<file path="config.mk">
export PLATFORM = sky130hd
export DESIGN_NAME = ex_mem
export DESIGN_NICKNAME = d
export VERILOG_FILES = /design/src/rtl/ex_mem.sv
export SDC_FILE = /design/constraint.sdc
export NUM_CORES = 1
export LEC_CHECK = 0
export CAP_MARGIN = 25
export CORE_AREA = 3 3 135 137
export DETAILED_ROUTE_END_ITERATION = 8
export DIE_AREA = 0 0 138 140
export GPL_ROUTABILITY_DRIVEN = 0
export PLACE_DENSITY = 0.8
export SLEW_MARGIN = 20
export SYNTH_ARGS = -nofsm -noshare
export SYNTH_HDL_FRONTEND = slang
export SYNTH_SLANG_ARGS = --single-unit
export TNS_END_PERCENT = 30
</file>
<file path="constraint.sdc">
create_clock -name clk -period 2 [get_ports clk]
set_input_delay 0.4 -clock clk [delete_from_list [all_inputs] [get_ports clk]]
set_output_delay 0.4 -clock clk [all_outputs]
set_load 0.05 [all_outputs]
</file>
<file path="src/rtl/ex_mem.sv">
// EX/MEM pipeline register: captures EX results, inserts bubbles on EX stall,
// and returns the MADD/MSUB accumulator state to EX while EX is held.
module ex_mem #(
  parameter int unsigned DATA_W = 32,
  parameter int unsigned ADDR_W = 5,
  parameter int unsigned CNT_W  = 2
) (
  input  logic                  clk,
  input  logic                  rst_n,
  input  logic [5:0]            stall,
  input  logic [DATA_W-1:0]     ex_wdata,
  input  logic [ADDR_W-1:0]     ex_wd,
  input  logic                  ex_wreg,
  input  logic [DATA_W-1:0]     ex_hi,
  input  logic [DATA_W-1:0]     ex_lo,
  input  logic                  ex_whilo,
  input  logic [2*DATA_W-1:0]   hilo_temp_i,
  input  logic [CNT_W-1:0]      cnt_i,
  output logic [DATA_W-1:0]     mem_wdata,
  output logic [ADDR_W-1:0]     mem_wd,
  output logic                  mem_wreg,
  output logic [DATA_W-1:0]     mem_hi,
  output logic [DATA_W-1:0]     mem_lo,
  output logic                  mem_whilo,
  output logic                  mem_valid,
  output logic [2*DATA_W-1:0]   hilo_temp_o,
  output logic [CNT_W-1:0]      cnt_o
);

  localparam int unsigned HILO_W = 2 * DATA_W;

  logic load;
  logic bubble;
  logic unused_stall;

  // EX advancing always loads; an illegal MEM-only stall is treated the same way.
  assign load         = ~stall[3];
  assign bubble       = stall[3] & ~stall[4];
  assign unused_stall = ^{stall[5], stall[2:0]};

  // Write-back payload towards MEM.
  always_ff @(posedge clk or negedge rst_n) begin
    if (!rst_n) begin
      mem_wdata <= '0;
      mem_wd    <= '0;
      mem_wreg  <= 1'b0;
      mem_hi    <= '0;
      mem_lo    <= '0;
      mem_whilo <= 1'b0;
      mem_valid <= 1'b0;
    end else if (load) begin
      mem_wdata <= ex_wdata;
      mem_wd    <= ex_wd;
      mem_wreg  <= ex_wreg;
      mem_hi    <= ex_hi;
      mem_lo    <= ex_lo;
      mem_whilo <= ex_whilo;
      mem_valid <= 1'b1;
    end else if (bubble) begin
      mem_wdata <= '0;
      mem_wd    <= '0;
      mem_wreg  <= 1'b0;
      mem_hi    <= '0;
      mem_lo    <= '0;
      mem_whilo <= 1'b0;
      mem_valid <= 1'b0;
    end
  end

  // Accumulator state loops back to EX only while EX is stalled behind a bubble.
  always_ff @(posedge clk or negedge rst_n) begin
    if (!rst_n) begin
      hilo_temp_o <= HILO_W'(0);
      cnt_o       <= CNT_W'(0);
    end else if (load) begin
      hilo_temp_o <= HILO_W'(0);
      cnt_o       <= CNT_W'(0);
    end else if (bubble) begin
      hilo_temp_o <= hilo_temp_i;
      cnt_o       <= cnt_i;
    end
  end

endmodule

</file>
Word-level counts from Yosys, hierarchy flattened
Index checks and enable logic that the tools add are counted. W data, S select, Z words.

Output and inout bits: 170. Input port bits: 177. Register bits after elaboration: 170.

Multiplexer cells: 14. Equality and inequality tests: 1. Bitwise operators: 2.

Operators with widths (count): $mux W32 (4); $mux W64 (2); $mux W5 (2); $mux W1 (4); $mux W2 (2); $ne A2 B1 Y1 const B (1); $and A1 B1 Y1 (1); $not A1 Y1 (1).

Depth between registers and ports, before layout
Gate-level depths: netlist of run 1.

Depth in word-level cells: 4. Depth in mapped cells: 6. Depth with buffers taken out: 2.

Worst setup path before layout of run 1
OpenSTA, ideal clock, no wires.

Path type: in2reg. Start: input port stall[4]. End: register mem_hi[0]. Cell stages on the path: 6. Data arrival time: 1.222 ns. Setup time: 0.121 ns. Path slack: 0.657 ns. Required time: 1.879 ns. Cells stage by stage: buf_2 > and2_1 > clkbuf_1 > buf_6 > buf_6 > a22o_1.

Longest elaborated chain between the ends: 3.

Ends and longest elaborated chain: start: declaration (line 10) `input logic [5:0] stall,`; $not A1 Y1 (line 38) `assign bubble = stall[3] & ~stall[4];`; $and A1 B1 Y1 (line 38); $ne A2 B1 Y1 (no line); end signal: assignment (line 55) `mem_hi <= ex_hi;`; end: declaration (line 22) `output logic [DATA_W-1:0] mem_hi,`.

Every way passes these cells. A chain may end at the register's enable or synchronous reset.

Worst setup path after layout of run 1
Start: register hilo_temp_o[25]. End: output port hilo_temp_o[25].

RTL lines: start: declaration (line 26) `output logic [2*DATA_W-1:0] hilo_temp_o,`; start signal: assignment (line 79) `hilo_temp_o <= hilo_temp_i;`.

No word-level cell between the ends.

==> results.cfg, run 1 <==
[floorplanning]
dieArea_mm2 = 0.0193
io_pins = 347
initial_core_util_pct = 36.7
die_w_um = 138
fp.dieH_um = 140
fp.coreArea_mm2 = 0.0172
num_rows = 48

[final_layout]
final_cells = 1021
nNetsFinal = 960
nFillCells = 1407
final_area_mm2 = 0.0106
syn2layout_area_growth_pct = 67.3
layout.area.seq_mm2 = 0.00425
insertedDiodeCount = 0
drive_above_1_share_pct = 7.91
multi_input_area_mm2 = 0.00183
utilization_pct = 61.5

[worst_setup_path]
critPathMaxFanout = 2
r2r-end = hilo_temp_o[32]
slowest_stage = clkdlybuf4s50_1
cp.required_ps = 1600
regToRegSetupSlack_ps = 1260
path_class = reg2out
path_buf_inv = 1
critPathLaunchType = flip-flop
critPathArrivalTime_ps = 1560
slowest_delay_ps = 800
reg2reg_depth = 2
crit-reg2reg-launch = hilo_temp_o[32]
worstPathCellList = clkdlybuf4s50_1
endpoint_kind = output port
crit_family = buffers and inverters

[logic_synthesis]
synth_largest_area_cell = dfrtp_1
synth_area_leaders = dfrtp_1, a22o_1, mux2i_1, nor2_1, buf_6
syn-cell-area_mm2 = 0.00631
ys_ff_latch = 170
post_synth_num_cell_types = 12
syn_area_per_cell_um2 = 14.1
synth_nets = 624
synthCells = 447
synth_top_area_share_pct = 67.4
yosysWarnings = 0
seq_area_frac_synth_pct = 67.4

[cts]
cts_tree = done
clock_latency_ps = 410
cts_buffer_depth = 2
cts.htree.levels = 4
numCtsBuffers = 17
cts_root_buffer = clkbuf_16
clkTransAtPathRegs_ps = 60
postCtsSetupRepairBufs = 0
cts_sinks = 170

[drt]
ant_nets = 0
finalWirelength_mm = 18.8
num_vias = 4981
wl_per_cell_um = 18.4
dr.first_iter.drc_count = 205
via_per_inst = 4.88
post-route-drc-count = 0
dr.pass1.iters = 4

[pwr]
clock_power_share_pct = 37.0
seq_power_share_pct = 40.8
p_sw_share_pct = 29.3
fin_total_pwr_mw = 9.28
internal_power_mw = 6.56
comb_power_share_pct = 22.1
vdd_drop_max_mv = 0.546
power.density_mw_per_mm2 = 879
power_switching_mw = 2.72
power_leakage_nw = 5.75

[timing]
setup_slack_ps = 41.4
maxSlewViolCount = 0
tightest_slew_ps = 555
final.period_utilization_pct = 97.9
fin_crit_ps = 1960
fin_skew_ps = 0
rsz0062_at_grt = no
max_freq_ghz = 0.511
setup_viol = 0
whs_ps = -5.47
slew_headroom_pct = 63.2
setup_tns_ps = 0
finalHoldViolations = 2

[status]
outcome = finished with violations
violations = negative hold slack

[placement]
placedCellCount = 989
dpl.hpwl_mm = 13.5
place_ws_ps = 315
numPortBuffers = 342
place_area_mm2 = 0.00995

[global_route]
grt_start_max_net_pins = 86
grt_pass1_wl_mm = 29.9
antenna_found_initial = 0
grt_pass1_vias = 5337
grt_overflow = 0
grt_use_total_pct = 19.5

[run]
timing.max_cap.violations = 0

[min_path]
min_path_type = in2async
## placed cells by master (no fill, tap or decap)
cell type        count
mux2i_1             66
buf_4               23
clkinv_4             2
inv_4                1
dlymetal6s2s_1      46
nor2_1              66
clkbuf_8             4
and2_4               1
clkinvlp_4           1
dfrtp_1            170
clkbuf_1             3
bufinv_16            3
buf_6                1
inv_6                2
dlygate4sd2_1      101
buf_12               8
clkbuf_16           17
nand2_1              2
a22o_1             103
clkdlybuf4s50_1    176
## layer usage
layer,global-route usage (%),up-vias,share of wire (%)
met3,6.11,31,6.2
met2,32.8,219,51
met4,6.60,0,2.6
met1,23.9,2447,40
li1,-,2284,-
met5,0,-,0
## state kept, by name, indices dropped and copies added, names as in the netlist
name	flops
mem_wreg	1
mem_hi	32
cnt_o	2
mem_wdata	32
hilo_temp_o	64
mem_valid	1
mem_wd	5
mem_lo	32
mem_whilo	1
## power by group through the flow
stage / Combinational [mW] / Sequential (mW) / Clock, mW
floorplan: 0.371 / 4.65 / 0
global placement: 2.15 / 3.85 / 0
detailed placement: 2.17 / 3.85 / 0
CTS: 2.08 / 3.79 / 3.52
global route: 2.15 / 3.82 / 3.67
finish: 2.05 / 3.79 / 3.44
## cell usage after synthesis
cell type  count
buf_4          4
nor2_1        66
dfrtp_1      170
buf_2          8
buf_6          8
nand2_1        2
buf_1          3
and2_1         1
mux2i_1       66
a22o_1       103
inv_2          1
clkbuf_1      15
## how the worst max path moves through the flow
stage | from | to | cells past startpoint
finish | hilo_temp_o[25] | hilo_temp_o[25] | 1
global route | hilo_temp_o[38] | hilo_temp_o[38] | 1
CTS | mem_wdata[2] | mem_wdata[2] | 1
detailed placement | stall[3] | mem_hi[15] | 4
global placement | stall[3] | mem_lo[10] | 4
floorplan | stall[4] | mem_hi[0] | 6
## logic make-up after synthesis
kind of cell           after synthesis  synth area share [%]
flip-flops                         170                  67.4
AO/OA/AOI/OAI                      103                  14.3
buffers and inverters               39                  3.67
AND/OR/NAND/NOR                     69                  4.14
multiplexers                        66                  10.5
## layout make-up
type	count	area share (%)
Clock inverter	8	1.26
Tap cell	225	2.67
Clock buffer	24	4.66
Timing Repair Buffer	355	33.8
Multi-Input combinational cell	238	17.3
Inverter	1	0.0592
Sequential cell	170	40.3
## what timing repair did
item | in CTS | in global routing
gates resized for setup | 101 | 46
endpoints found under the setup margin | 101 | 46
pin swaps | 0 | 0
hold buffers | 0 | 0
endpoints found under the hold margin | 0 | 0
Note: power is estimated with default switching activity, not from simulation.
==> run 2: changes to the inputs <==
- REMOVE_ABC_BUFFERS: unset -> 1
- SETUP_SLACK_MARGIN: unset -> 0.02
==> results.cfg, run 2 (synthesized netlist as in run 1, its figures left out) <==
[floorplanning]
dieArea_mm2 = 0.0193
fp.coreArea_mm2 = 0.0172
fp.dieH_um = 140
die_w_um = 138
num_rows = 48
io_pins = 347
initial_core_util_pct = 36.7

[drt]
wl_per_cell_um = 18.6
dr.first_iter.drc_count = 175
via_per_inst = 4.92
dr.pass1.iters = 4
finalWirelength_mm = 19.0
post-route-drc-count = 0
ant_nets = 0
num_vias = 5039

[final_layout]
drive_above_1_share_pct = 7.88
insertedDiodeCount = 0
final_cells = 1025
nNetsFinal = 965
final_common_cell = clkdlybuf4s50_1
max_flop_register = hilo_temp_o
largest_register_ffs = 64
nFillCells = 1435
syn2layout_area_growth_pct = 64.9
layout_common_cells = clkdlybuf4s50_1, dfrtp_1, dlygate4sd2_1

[worst_setup_path]
slowest_stage = clkdlybuf4s50_1
critPathArrivalTime_ps = 1550
path_class = reg2out
critPathLaunchType = flip-flop
worstPathCellList = clkdlybuf4s50_1
path_buf_inv = 1
critPathMaxFanout = 2
crit_family = buffers and inverters
slowest_delay_ps = 800
endpoint_kind = output port
cp.required_ps = 1600

[global_route]
grt_start_max_net_pins = 78
grt_use_total_pct = 19.7
grt_pass1_wl_mm = 30.3
antenna_found_initial = 0
grt_overflow = 0
grt_pass1_vias = 5363

[cts]
cts_tree = done
numCtsBuffers = 17
postCtsSetupRepairBufs = 0
cts_root_buffer = clkbuf_16
clkTransAtPathRegs_ps = 60
cts_sinks = 170
cts.htree.levels = 4
clock_latency_ps = 410
cts_buffer_depth = 2

[timing]
maxSlewViolCount = 0
fin_crit_ps = 1950
slew_headroom_pct = 63.2
finalHoldViolations = 0
setup_viol = 0
fin_skew_ps = 0
setup_tns_ps = 0
tightest_slew_ps = 554
final.period_utilization_pct = 97.5
rsz0062_at_grt = yes
max_freq_ghz = 0.513

[min_path]
min_path_type = reg2reg

[pwr]
p_sw_share_pct = 30.4
fin_total_pwr_mw = 8.95
seq_power_share_pct = 42.3
power_leakage_nw = 5.29
clock_power_share_pct = 35.0
internal_power_mw = 6.22
power_switching_mw = 2.72
vdd_drop_max_mv = 0.544
comb_power_share_pct = 22.7
power.density_mw_per_mm2 = 860

[placement]
placedCellCount = 993
numPortBuffers = 342
dpl.hpwl_mm = 13.9

[run]
timing.max_cap.violations = 0

[status]
outcome = complete, no violations
run 2: final timing paths:
check / slack, ps / startpoint / cells after the start / end
min reg2reg: 480 / mem_wdata[28] / 1 / mem_wdata[28]
max: 50 / hilo_temp_o[27] / 1 / hilo_temp_o[27]
max reg2reg: 1280 / hilo_temp_o[60] / 2 / hilo_temp_o[60]
min: 480 / mem_wdata[28] / 1 / mem_wdata[28]
max in group asynchronous: 780 / rst_n / 3 / mem_lo[29]
min in group asynchronous: 520 / rst_n / 2 / hilo_temp_o[1]
run 2: through the flow:
| stage | setup slack (ps) | hold WS (ps) | utilization [%] | instance area (um^2) |
|---|---|---|---|---|
| after floorplan | -528 | 104 | - | 6080 |
| after global placement | 237 | 391 | 58.3 | 10000 |
| after detailed placement | 202 | 390 | 58.3 | 10000 |
| after CTS | 20.0 | 494 | 60.5 | 10400 |
| after global routing | 5.73 | 503 | 60.6 | 10400 |
| final | 50.4 | 484 | 60.6 | 10400 |
run 2: repair_timing:
item | 4_1_cts | 5_1_grt
endpoints found under the setup margin | 150 | 9
hold endpoints to repair | 46 | 0
hold buffers | 1 | 0
resized for setup | 150 | 2
run 2: per-layer routing:
metal / GRT usage, % / up-vias / wire length (um) / part of all wire, %
li1: - / 2294 / - / -
met5: 0 / - / 0 / 0
met3: 7.31 / 23 / 1590 / 8.4
met4: 6.45 / 0 / 376 / 2.0
met1: 24.5 / 2475 / 7790 / 41
met2: 32.1 / 247 / 9290 / 49
run 2: area by class of cell:
cell class | count | area (um^2) | area share [%]
Tap cell | 225 | 282 | 2.71
Clock buffer | 20 | 467 | 4.49
Clock inverter | 11 | 95.1 | 0.914
Sequential cell | 170 | 4250 | 40.9
Timing Repair Buffer | 360 | 3470 | 33.4
Inverter | 1 | 6.26 | 0.0601
Multi-Input combinational cell | 238 | 1830 | 17.6
run 2: power groups by stage:
stage,sequential (mW),combinational [mW],clock (mW)
finish,3.79,2.03,3.13
global route,3.81,2.13,3.36
CTS,3.79,2.06,3.21
detailed placement,3.85,2.19,0
global placement,3.84,2.17,0
floorplan,4.65,0.313,0
